==> config.mk <==
export PLATFORM = sky130hd
export DESIGN_NAME = mem_arb
export DESIGN_NICKNAME = d
export VERILOG_FILES = /design/src/rtl/mem_arb_pkg.sv /design/src/rtl/mem_arb_dbgbuf.sv /design/src/rtl/mem_arb.sv
export SDC_FILE = /design/constraint.sdc
export NUM_CORES = 1
export LEC_CHECK = 0
export CORE_MARGIN = 10
export CORE_UTILIZATION = 50
export CTS_CLUSTER_DIAMETER = 80
export DETAILED_ROUTE_END_ITERATION = 8
export PLACE_DENSITY = 0.86
export SLEW_MARGIN = 25
export SYNTH_ARGS = -nofsm -noshare
export SYNTH_HDL_FRONTEND = slang
export SYNTH_HIERARCHICAL = 1
export SYNTH_SLANG_ARGS = --single-unit
==> constraint.sdc <==
create_clock -name clk -period 5.6 [get_ports clk]
set_clock_uncertainty 0.1 [all_clocks]
set_input_delay 1.12 -clock clk [delete_from_list [all_inputs] [get_ports clk]]
set_output_delay 1.12 -clock clk [all_outputs]
set_load 0.02 [all_outputs]
==> src/rtl/mem_arb_pkg.sv <==
// Shared types for the CPU/debug memory arbiter: FSM states, grant owner, debug op record
// and the read data returned when a transfer is abandoned by the watchdog.
package mem_arb_pkg;

    typedef enum logic [1:0] {
        ST_IDLE     = 2'd0,
        ST_CPU_XFER = 2'd1,
        ST_DBG_XFER = 2'd2,
        ST_DONE     = 2'd3
    } arb_state_e;

    typedef enum logic {
        OWN_CPU = 1'b0,
        OWN_DBG = 1'b1
    } owner_e;

    typedef struct packed {
        logic        rw;
        logic [31:0] addr;
        logic [31:0] wdata;
    } dbg_op_t;

    localparam logic [31:0] TIMEOUT_RDATA = 32'hDEADBEEF;
    localparam logic [3:0]  STRB_ALL      = 4'b1111;
    localparam logic [3:0]  STRB_NONE     = 4'b0000;

    // Under contention the preferred side wins unless it also took the previous grant.
    function automatic owner_e pick_winner(input logic   cpu_req,
                                           input logic   dbg_req,
                                           input owner_e last,
                                           input logic   dbg_prio);
        owner_e pref;
        owner_e other;
        pref  = dbg_prio ? OWN_DBG : OWN_CPU;
        other = dbg_prio ? OWN_CPU : OWN_DBG;
        if (cpu_req && dbg_req) begin
            pick_winner = (last == pref) ? other : pref;
        end else if (dbg_req) begin
            pick_winner = OWN_DBG;
        end else begin
            pick_winner = OWN_CPU;
        end
    endfunction

endpackage

==> src/rtl/mem_arb_dbgbuf.sv <==
// One-entry pending buffer for debug operations; the head is either the stored op or,
// when empty, the op arriving this cycle so an idle arbiter can grant it immediately.
module mem_arb_dbgbuf
    import mem_arb_pkg::*;
(
    input  logic    clk_i,
    input  logic    n_reset_i,
    input  logic    req_i,
    input  dbg_op_t op_i,
    input  logic    take_i,
    output logic    pend_o,
    output dbg_op_t op_o
);

    logic    valid_q;
    logic    valid_d;
    dbg_op_t op_q;
    dbg_op_t op_d;

    assign pend_o = valid_q | req_i;
    assign op_o   = valid_q ? op_q : op_i;

    always_comb begin
        valid_d = valid_q;
        op_d    = op_q;
        if (take_i) begin
            // Consuming a stored head frees the slot for an op arriving in the same cycle.
            valid_d = valid_q & req_i;
            if (valid_q && req_i) begin
                op_d = op_i;
            end
        end else if (!valid_q && req_i) begin
            valid_d = 1'b1;
            op_d    = op_i;
        end
    end

    always_ff @(posedge clk_i or negedge n_reset_i) begin
        if (!n_reset_i) begin
            valid_q <= 1'b0;
            op_q    <= '0;
        end else begin
            valid_q <= valid_d;
            op_q    <= op_d;
        end
    end

endmodule

==> src/rtl/mem_arb.sv <==
// Arbitrates a CPU port and a debug port onto one memory port, one transfer per grant.
// Build macro MEM_ARB_TIMEOUT_EN adds a watchdog that completes a stalled transfer with TIMEOUT_RDATA.
module mem_arb
    import mem_arb_pkg::*;
#(
    parameter int unsigned TIMEOUT_CYCLES = 255,
    parameter bit          DBG_PRIORITY   = 1'b1
) (
    input  logic        clk,
    input  logic        n_reset,
    input  logic        cpu_valid,
    input  logic [31:0] cpu_addr,
    input  logic [31:0] cpu_wdata,
    input  logic [3:0]  cpu_wstrb,
    output logic [31:0] cpu_rdata,
    output logic        cpu_ready,
    input  logic        dbg_req,
    input  logic        dbg_rw,
    input  logic [31:0] dbg_addr,
    input  logic [31:0] dbg_wdata,
    output logic [31:0] dbg_rdata,
    output logic        dbg_done,
    output logic        m_req,
    output logic        m_we,
    output logic [31:0] m_addr,
    output logic [31:0] m_wdata,
    output logic [3:0]  m_wstrb,
    input  logic [31:0] m_rdata,
    input  logic        m_ack,
    output arb_state_e  fsm_state
);

    // Handshakes: cpu_valid is held until the one-cycle cpu_ready pulse; dbg_req is a one-cycle
    // pulse answered by a one-cycle dbg_done; m_req is held until the one-cycle m_ack.

    if (TIMEOUT_CYCLES < 1 || TIMEOUT_CYCLES > 65535) begin : g_bad_timeout
        $error("mem_arb: TIMEOUT_CYCLES must be in 1..65535");
    end

    arb_state_e  state_q, state_d;
    owner_e      last_q, last_d;
    logic        m_req_q, m_req_d;
    logic [31:0] m_addr_q, m_addr_d;
    logic [31:0] m_wdata_q, m_wdata_d;
    logic [3:0]  m_wstrb_q, m_wstrb_d;
    logic [31:0] cpu_rdata_q, cpu_rdata_d;
    logic [31:0] dbg_rdata_q, dbg_rdata_d;
    logic        cpu_ready_q, cpu_ready_d;
    logic        dbg_done_q, dbg_done_d;

    logic        dbg_pend;
    dbg_op_t     dbg_in;
    dbg_op_t     dbg_head;
    logic        dbg_take;
    owner_e      win;
    logic        xfer_end;
    logic [31:0] end_rdata;

`ifdef MEM_ARB_TIMEOUT_EN
    localparam logic [15:0] WD_LAST = 16'(TIMEOUT_CYCLES - 1);
    logic [15:0] wd_cnt_q, wd_cnt_d;
`endif

    assign dbg_in = '{rw: dbg_rw, addr: dbg_addr, wdata: dbg_wdata};

    mem_arb_dbgbuf u_dbgbuf (
        .clk_i     (clk),
        .n_reset_i (n_reset),
        .req_i     (dbg_req),
        .op_i      (dbg_in),
        .take_i    (dbg_take),
        .pend_o    (dbg_pend),
        .op_o      (dbg_head)
    );

    always_comb begin
        state_d     = state_q;
        last_d      = last_q;
        m_req_d     = m_req_q;
        m_addr_d    = m_addr_q;
        m_wdata_d   = m_wdata_q;
        m_wstrb_d   = m_wstrb_q;
        cpu_rdata_d = cpu_rdata_q;
        dbg_rdata_d = dbg_rdata_q;
        cpu_ready_d = 1'b0;
        dbg_done_d  = 1'b0;
        dbg_take    = 1'b0;
        win         = OWN_CPU;
        xfer_end    = 1'b0;
        end_rdata   = m_rdata;
`ifdef MEM_ARB_TIMEOUT_EN
        wd_cnt_d    = wd_cnt_q;
`endif
        case (state_q)
            ST_IDLE: begin
                if (cpu_valid || dbg_pend) begin
                    win     = pick_winner(cpu_valid, dbg_pend, last_q, DBG_PRIORITY);
                    last_d  = win;
                    m_req_d = 1'b1;
`ifdef MEM_ARB_TIMEOUT_EN
                    wd_cnt_d = 16'd0;
`endif
                    if (win == OWN_DBG) begin
                        dbg_take  = 1'b1;
                        m_addr_d  = dbg_head.addr;
                        m_wdata_d = dbg_head.wdata;
                        m_wstrb_d = dbg_head.rw ? STRB_NONE : STRB_ALL;
                        state_d   = ST_DBG_XFER;
                    end else begin
                        m_addr_d  = cpu_addr;
                        m_wdata_d = cpu_wdata;
                        m_wstrb_d = cpu_wstrb;
                        state_d   = ST_CPU_XFER;
                    end
                end
            end
            ST_CPU_XFER, ST_DBG_XFER: begin
                if (m_ack) begin
                    xfer_end = 1'b1;
                end
`ifdef MEM_ARB_TIMEOUT_EN
                else if (wd_cnt_q == WD_LAST) begin
                    xfer_end  = 1'b1;
                    end_rdata = TIMEOUT_RDATA;
                end else begin
                    wd_cnt_d = wd_cnt_q + 16'd1;
                end
`endif
                if (xfer_end) begin
                    m_req_d = 1'b0;
                    state_d = ST_DONE;
                    if (state_q == ST_CPU_XFER) begin
                        cpu_rdata_d = end_rdata;
                        cpu_ready_d = 1'b1;
                    end else begin
                        dbg_rdata_d = end_rdata;
                        dbg_done_d  = 1'b1;
                    end
                end
            end
            ST_DONE: begin
                state_d = ST_IDLE;
            end
            default: begin
                state_d = ST_IDLE;
            end
        endcase
    end

    always_ff @(posedge clk or negedge n_reset) begin
        if (!n_reset) begin
            state_q     <= ST_IDLE;
            last_q      <= OWN_CPU;
            m_req_q     <= 1'b0;
            m_addr_q    <= '0;
            m_wdata_q   <= '0;
            m_wstrb_q   <= '0;
            cpu_rdata_q <= '0;
            dbg_rdata_q <= '0;
            cpu_ready_q <= 1'b0;
            dbg_done_q  <= 1'b0;
        end else begin
            state_q     <= state_d;
            last_q      <= last_d;
            m_req_q     <= m_req_d;
            m_addr_q    <= m_addr_d;
            m_wdata_q   <= m_wdata_d;
            m_wstrb_q   <= m_wstrb_d;
            cpu_rdata_q <= cpu_rdata_d;
            dbg_rdata_q <= dbg_rdata_d;
            cpu_ready_q <= cpu_ready_d;
            dbg_done_q  <= dbg_done_d;
        end
    end

`ifdef MEM_ARB_TIMEOUT_EN
    always_ff @(posedge clk or negedge n_reset) begin
        if (!n_reset) begin
            wd_cnt_q <= 16'd0;
        end else begin
            wd_cnt_q <= wd_cnt_d;
        end
    end
`endif

    assign cpu_rdata = cpu_rdata_q;
    assign cpu_ready = cpu_ready_q;
    assign dbg_rdata = dbg_rdata_q;
    assign dbg_done  = dbg_done_q;
    assign m_req     = m_req_q;
    assign m_we      = |m_wstrb_q;
    assign m_addr    = m_addr_q;
    assign m_wdata   = m_wdata_q;
    assign m_wstrb   = m_wstrb_q;
    assign fsm_state = state_q;

endmodule

==> results of run 1 <==
per-stage QoR:
stage	setup slack [ns]	instances	utilization
finish	2.14	1290	0.713
floorplan	2.48	754	-
global placement	1.58	1251	0.672
CTS	2.17	1290	0.713
detailed placement	1.65	1251	0.673
global route	2.03	1290	0.713
worst paths after layout:
kind | from | endpoint | slack (ns) | cells past startpoint
min reg2reg | dbg_rdata[1] | dbg_rdata[1] | 0.39 | 1
max reg2reg | u_dbgbuf/valid_q | u_dbgbuf/op_q[6] | 2.94 | 6
max in group asynchronous | n_reset | m_addr[9] | 3.76 | 2
min in group asynchronous | n_reset | m_wdata[10] | 0.58 | 1
max | dbg_req | u_dbgbuf/op_q[6] | 2.14 | 7
min | dbg_rdata[1] | dbg_rdata[1] | 0.39 | 1
cells in the mapped netlist:
master,count
mux2_2,113
inv_1,5
xnor2_1,1
o311ai_0,1
and2_1,1
nor2_1,70
mux2i_1,2
dfrtp_1,204
nand2_1,137
a21oi_1,3
o21ai_0,1
o21a_1,1
clkbuf_2,1
ha_1,4
or4_1,1
o21a_4,1
a21boi_2,1
maj3_1,1
buf_2,33
a31oi_1,65
or2_2,1
nor2b_1,1
mux2_4,79
a21bo_1,1
buf_6,12
or2_1,1
mux2_1,3
buf_4,6
a21oi_2,4
cells in the final DEF, fill, tap and decap left out, types with 3 or more instances in the layout:
master	n
clkdlybuf4s50_1	306
dfrtp_1	203
nand2_1	136
mux2_2	113
mux2_4	79
nor2_1	70
a31oi_1	65
clkbuf_16	23
buf_4	7
clkbuf_1	6
inv_1	5
a21oi_2	4
ha_1	4
clkbuf_8	4
clkinv_2	4
a21oi_1	3
mux2_1	3
bufinv_16	3
report_power, final:
part           internal, W  switching, W  leakage, nW  total [W]
Combinational      0.00234       0.00212         3.10    0.00446
Sequential         0.00225      0.000429         2.37    0.00268
Clock             0.000929      0.000584        0.370    0.00151
Total              0.00552       0.00313         5.84    0.00865
flip-flops by register name, indices dropped and copies added, names as in the netlist, 2 cells and up:
register and count:
m_wdata 32, m_wstrb 4, dbg_rdata 32, fsm_state 2, m_addr 32, u_dbgbuf/op_q 65, cpu_rdata 32
per-layer routing:
layer	global-route usage	share of wire	wire, µm
met5	0	0.00030	8
met4	0.0494	0.019	524
met1	0.250	0.40	10800
met2	0.351	0.47	12700
met3	0.0832	0.11	2950
worst reg2reg max path, cell delays in order (launching register included):
cell      delay, ns
dfrtp_2        0.39
or2_2          0.35
a21boi_4       0.16
and2_1         0.19
xnor2_1        0.37
nand2_8        0.46
mux2_4         0.52
area by class of cell:
type | count | area (µm²) | share of cell area
Tap cell | 234 | 293 | 0.0221
Clock buffer | 32 | 639 | 0.0482
Inverter | 5 | 18.8 | 0.00142
Sequential cell | 204 | 5110 | 0.385
Clock inverter | 7 | 110 | 0.00831
Multi-Input combinational cell | 493 | 3940 | 0.297
Timing Repair Buffer | 315 | 3150 | 0.238
cell families after synthesis:
logic type / Yosys count / synth area share
and+or+nand+nor: 212 / 0.0863
DFF: 204 / 0.544
adders and majority gates: 5 / 0.00640
AOI/OAI and AO/OA: 78 / 0.0548
xor gates and xnor gates: 1 / 0.000934
muxes: 197 / 0.268
buffers and inverters: 57 / 0.0394
==> results.cfg, run 1 <==
[grt]
grt_pass1_vias = 7194
grt_usage = 0.210
grt_pass1_wl_um = 41200
antenna_found_initial = 1
grt_max_degree = 108
overflow = 0

[synth]
yosys.area.top_type = dfrtp_1
synthTopCellsByArea = dfrtp_1 54%, mux2_2 14%, mux2_4 13%, nand2_1 5.5%, a31oi_1 4.3%
synth_cell_type_count = 29
yosysWarnings = 6
yosysSeqAreaShare = 0.544
syn_nets = 928
syn_area_per_cell_um2 = 12.4
ys_ff_latch = 204
yosysTopAreaCellShare = 0.544
syn_inst = 754
syn-cell-area_mm2 = 0.00938

[clocking]
cts-root-buf = clkbuf_16
cts_tree = built
clk_pin_slew_ns = 0.06
cts_resized = 0
clock-sinks = 204
post_cts_buffers = 0
holdBufCountCts = 0
cts_buffers = 23
clockBufferDepth = 3
insertion_delay_ns = 0.49
h-tree-depth = 1

[critical_path]
cp_slowest_cell = clkdlybuf4s50_1
critPathRequiredTime_ns = 5.87
critPathBufInv = 1
setup.worst_path.end_class = flip-flop
worstSetupStartpointType = primary input
cp.arrival_ns = 3.73
critPathMaxFanout = 65
critical_path.top_delay_family = simple AND/OR/NAND/NOR gates
crit_chain = clkdlybuf4s50_1, or2_2, a21boi_4, and2_1, xnor2_1, nand2_8, mux2_4
path_class = primary input to flip-flop
cpPeakStageDelay_ns = 0.52

[cells_and_area]
layout-drive-gt1-share = 0.233
fillers = 1272
insertedDiodeCount = 0
finalInstanceArea_mm2 = 0.0133
fin_nets = 1216
syn_to_final_growth_pct = 41.3

[timing]
finalHoldViolCount = 0
finalCritPeriodShare = 0.617
clock.fmax_mhz = 289
rsz0062_at_grt = no
whs_ns = 0.391
drv_slew = 0
slew_headroom = 0.359
setup_viol_count_final = 0
worstMarginPinSlew_ns = 0.961
period_needed_ns = 3.46
tns_ns = 0

[floorplan]
start_util = 0.505
coreArea_mm2 = 0.0186
die_y_um = 157
io_pins = 308
num_rows = 50
die_area_mm2 = 0.0246
die_width_um = 157

[outcome]
status = finished clean

[route]
drt_iter0_drc = 310
routed_wl_um = 27000
num_vias = 6811
via_per_inst = 5.28
antenna_left = 0
remaining_drc_errors = 0
wl_per_cell_um = 20.9
drtPass1Iterations = 4

[hold_path]
hp-class = flip-flop to flip-flop

[pwr]
p_per_area_mw_per_mm2 = 653
ir_drop_mv = 0.345
leakage_nw = 5.84
fin_total_pwr_w = 0.00865

[run]
cap_violations = 0

[placement]
place.gp.congestion = 0.778
portBuffers = 307
dpl_cell_area_mm2 = 0.0125
hpwl_um = 19000
(Power assumes the default switching activity.)
==> run 2: changes to the inputs <==
--- a/config.mk
+++ b/config.mk
@@ -6,10 +6,10 @@
 export NUM_CORES = 1
 export LEC_CHECK = 0
 export CORE_MARGIN = 10
-export CORE_UTILIZATION = 50
+export CORE_UTILIZATION = 46
 export CTS_CLUSTER_DIAMETER = 80
 export DETAILED_ROUTE_END_ITERATION = 8
-export PLACE_DENSITY = 0.86
+export PLACE_DENSITY = 0.8
 export SLEW_MARGIN = 25
 export SYNTH_ARGS = -nofsm -noshare
 export SYNTH_HDL_FRONTEND = slang
==> constraint.sdc (replaced) <==
create_clock -name clk -period 3.45 [get_ports clk]
set_clock_uncertainty 0.1 [all_clocks]
set_input_delay 0.69 -clock clk [delete_from_list [all_inputs] [get_ports clk]]
set_output_delay 0.69 -clock clk [all_outputs]
set_load 0.02 [all_outputs]
==> run 2 against run 1 <==
Non-clock buffer count increased by 4. Power is 61% higher. Combinational power grew 63%. Flip-flop and latch count unchanged. Critical path type is now flip-flop to primary output. Highest routed layer is now met4.
==> results.cfg, run 2 (synthesis results as in run 1) <==
[critical_path]
cp.arrival_ns = 1.97
setup.worst_path.end_class = primary output
critPathRequiredTime_ns = 2.66
path_class = flip-flop to primary output
critPathMaxFanout = 3
worstSetupStartpointType = flip-flop

[grt]
grt_pass1_wl_um = 40900
overflow = 0
grt_pass1_vias = 7224
antenna_found_initial = 1
grt_usage = 0.190
grt_max_degree = 85

[cells_and_area]
largest_register_ff_count = 65
final_common_cell = clkdlybuf4s50_1
largest_register = u_dbgbuf/op_q
syn_to_final_growth_pct = 42.4
fin_util = 0.662
layout-drive-gt1-share = 0.237
final_cell_mix = 306 x clkdlybuf4s50_1, 203 x dfrtp_1, 136 x nand2_1
fin_nets = 1220

[placement]
hpwl_um = 19100
place.gp.congestion = 0.785
portBuffers = 307

[clocking]
cts_buffers = 23
insertion_delay_ns = 0.49
h-tree-depth = 1
clk_pin_slew_ns = 0.06
clockBufferDepth = 3
cts-root-buf = clkbuf_16
holdBufCountCts = 0
cts_tree = built
post_cts_buffers = 0
clock-sinks = 204
cts_resized = 0

[outcome]
status = finished clean

[route]
via_per_inst = 5.10
wl_met1_um = 10900
top_layer = met4
wl_met3_um = 2890
drt_iter0_drc = 278
routed_wl_um = 26200
remaining_drc_errors = 0
antenna_left = 0
num_vias = 6794
route.met2.wl_um = 11800
drtPass1Iterations = 4
wl_per_cell_um = 19.7

[timing]
worstMarginPinSlew_ns = 0.895
finalHoldViolCount = 0
period_needed_ns = 2.76
clock.fmax_mhz = 362
slew_headroom = 0.403
finalCritPeriodShare = 0.800
tns_ns = 0
drv_slew = 0
rsz0062_at_grt = no
setup_viol_count_final = 0

[floorplan]
die_width_um = 163
io_pins = 308
coreArea_mm2 = 0.0202
die_area_mm2 = 0.0265
num_rows = 52
die_y_um = 163
start_util = 0.465

[pwr]
p_per_area_mw_per_mm2 = 1040
leakage_nw = 5.87
ir_drop_mv = 0.546

[run]
cap_violations = 0

[hold_path]
hp-class = primary input to async pin
-- run 2: critical path, stage by stage (launching register included) --
cell and delay (ns):
dfrtp_1 0.40, or4_1 0.52, clkdlybuf4s50_1 0.56
-- run 2: where the power goes --
group	internal, W	total (W)	switching [W]	leakage [nW]
combinational	0.00385	0.00725	0.00339	3.15
sequential	0.00365	0.00434	0.000688	2.37
clock	0.00140	0.00234	0.000941	0.355
total	0.00891	0.0139	0.00502	5.87
-- run 2: path summary, 6_finish.rpt --
check,startpoint,end,slack [ns],depth (start not counted)
worst min register to register,dbg_rdata[0],dbg_rdata[0],0.40,1
min in group clk,dbg_rdata[0],dbg_rdata[0],0.40,1
worst max-delay path,m_wstrb[1],m_we,0.69,2
max in group asynchronous,n_reset,m_addr[2],2.26,2
worst max register to register,u_dbgbuf/valid_q,u_dbgbuf/op_q[51],1.06,5
worst min-delay path,n_reset,cpu_rdata[27],0.10,1
-- run 2: through the flow --
step           total power, W  setup WS (ns)  hold slack [ns]  area (µm²)  instances
5_1_grt                0.0148          0.644            0.121       13400       1331
6_report               0.0139          0.691            0.100       13400       1331
2_1_floorplan         0.00898          0.595            0.294        9380        754
4_1_cts                0.0141          0.669            0.114       13400       1330
3_5_place_dp           0.0117          0.292            0.387       12600       1291
3_3_place_gp           0.0115          0.336            0.378       12600       1291
-- run 2: per-layer routing --
layer  vias up  global-route usage
met3        36              0.0743
met2       281               0.298
met4         0              0.0561
met1      3302               0.237
li1       3175                   -
met5         -                   0
-- run 2: final cells by class --
class	count	area, µm²
Sequential cell	204	5110
Clock inverter	6	57.6
Clock buffer	33	663
Inverter	5	18.8
Timing Repair Buffer	319	3240
Fill cell	1511	6810
Tap cell	270	338
Antenna cell	1	2.50
Multi-Input combinational cell	493	3930
==> run 3: changes to the inputs <==
--- a/config.mk
+++ b/config.mk
@@ -6,10 +6,10 @@
 export NUM_CORES = 1
 export LEC_CHECK = 0
 export CORE_MARGIN = 10
-export CORE_UTILIZATION = 46
+export CORE_UTILIZATION = 42
 export CTS_CLUSTER_DIAMETER = 80
 export DETAILED_ROUTE_END_ITERATION = 8
-export PLACE_DENSITY = 0.8
+export PLACE_DENSITY = 0.77
 export SLEW_MARGIN = 25
 export SYNTH_ARGS = -nofsm -noshare
 export SYNTH_HDL_FRONTEND = slang
==> constraint.sdc (replaced) <==
create_clock -name clk -period 2.2 [get_ports clk]
set_clock_uncertainty 0.1 [all_clocks]
set_input_delay 0.44 -clock clk [delete_from_list [all_inputs] [get_ports clk]]
set_output_delay 0.44 -clock clk [all_outputs]
set_load 0.02 [all_outputs]
==> run 3 against run 2 <==
Routed wire length increased by 1.6%. Non-clock buffer count increased by 17. Combinational power is 60% higher. Largest cell class unchanged. Largest power group unchanged. Highest routed layer unchanged.
==> results.cfg, run 3 (synthesis results as in run 1) <==
[critical_path]
cp.arrival_ns = 1.60
crit_chain = or4_4, buf_6
critPathRequiredTime_ns = 1.66
setup.worst_path.end_class = primary output
crit_path_start = m_wstrb[1]
worstSetupStartpointType = flip-flop
cp_slowest_cell = or4_4
critical_path.top_delay_family = simple AND/OR/NAND/NOR gates
worstReg2RegStart = u_dbgbuf/valid_q
path_class = flip-flop to primary output
cpPeakStageDelay_ns = 0.54
critPathBufInv = 1
r2r_setup_slack_ns = 0.07
critPathMaxFanout = 3

[cells_and_area]
fin_nets = 1238
largest_register_ff_count = 65
stdcell_count = 1364
final_cell_mix = 304 x clkdlybuf4s50_1, 203 x dfrtp_1, 136 x nand2_1
final_common_cell = clkdlybuf4s50_1
syn_to_final_growth_pct = 46.8
largest_register = u_dbgbuf/op_q
layout-drive-gt1-share = 0.256
fillers = 1697

[timing]
tns_ns = 0
setup_viol_count_final = 0
drv_slew = 0
worst_slack_ns = 0.0590
slew_headroom = 0.512
worstMarginPinSlew_ns = 0.733
clock.fmax_mhz = 467
finalHoldViolCount = 0
finalCritPeriodShare = 0.973
period_needed_ns = 2.14
rsz0062_at_grt = no

[route]
drt_iter0_drc = 403
drtPass1Iterations = 7
num_vias = 6837
via_per_inst = 5.01
routed_wl_um = 26700
antenna_left = 0
remaining_drc_errors = 0
wl_per_cell_um = 19.5

[placement]
dp_slack_ns = -0.329
portBuffers = 307
hpwl_um = 19600
place.gp.congestion = 0.788
dp_cells = 1316

[grt]
antenna_found_initial = 1
grt_pass1_vias = 7291
grt_max_degree = 68
overflow = 0
grt_usage = 0.179
grt_pass1_wl_um = 41900

[pwr]
ir_drop_mv = 0.942
fin_total_pwr_w = 0.0228
p_per_area_mw_per_mm2 = 1660
leakage_nw = 6.09

[clocking]
clock-sinks = 204
cts_buffers = 24
cts-root-buf = clkbuf_16
insertion_delay_ns = 0.51
clockBufferDepth = 3
h-tree-depth = 1
cts_tree = built
clk_pin_slew_ns = 0.06

[floorplan]
die_y_um = 169
num_rows = 54
die_width_um = 169
coreArea_mm2 = 0.0219
io_pins = 308
die_area_mm2 = 0.0287
start_util = 0.428

[run]
cap_violations = 0

[hold_path]
hp-class = primary input to async pin

[outcome]
status = finished clean
run 3: path summary, 6_finish.rpt:
check                                     to  cells after the start
setup / recovery                        m_we                      2
hold / removal                  cpu_rdata[0]                      2
setup reg to reg           u_dbgbuf/op_q[34]                      7
hold reg to reg                 dbg_rdata[0]                      1
max in group asynchronous         m_addr[28]                      3
min in group clk                  m_wstrb[2]                      3
run 3: layer usage:
metal	track usage	vias up	wire length (µm)
met5	0	-	0
met4	0.0432	0	525
met3	0.0530	37	2100
met2	0.303	232	12900
met1	0.220	3342	11200
li1	-	3226	-
run 3: layout make-up:
class,count,area [µm²],share of cell area
clock inverter,12,191,0.0139
multi-input combinational,493,3940,0.286
inverter,5,18.8,0.00136
tap,280,350,0.0254
timing repair buffer,336,3460,0.252
clock buffer,32,692,0.0503
antenna,2,5.00,0.000364
sequential,204,5110,0.371
run 3: timing repair:
action | 4_1_cts | 5_1_grt
gates resized for setup | 4 | 4
buffers inserted | 0 | 1
endpoints found under the hold margin | 44 | 0
endpoints found under the setup margin | 1 | 8
hold buffers | 1 | 0
run 3: power breakdown:
part	leakage, nW	internal (W)	total, W	switching (W)
Clock	0.435	0.00280	0.00438	0.00159
Sequential	2.37	0.00573	0.00680	0.00107
Combinational	3.28	0.00626	0.0116	0.00535
Total	6.09	0.0148	0.0228	0.00800
run 3: through the flow:
stage	utilization	instance area (µm²)	hold slack (ns)
CTS	0.628	13700	0.353
global route	0.629	13800	0.383
floorplan	-	9440	0.0444
finish	0.629	13800	0.368
global placement	0.587	12900	0.348
detailed placement	0.587	12900	0.345
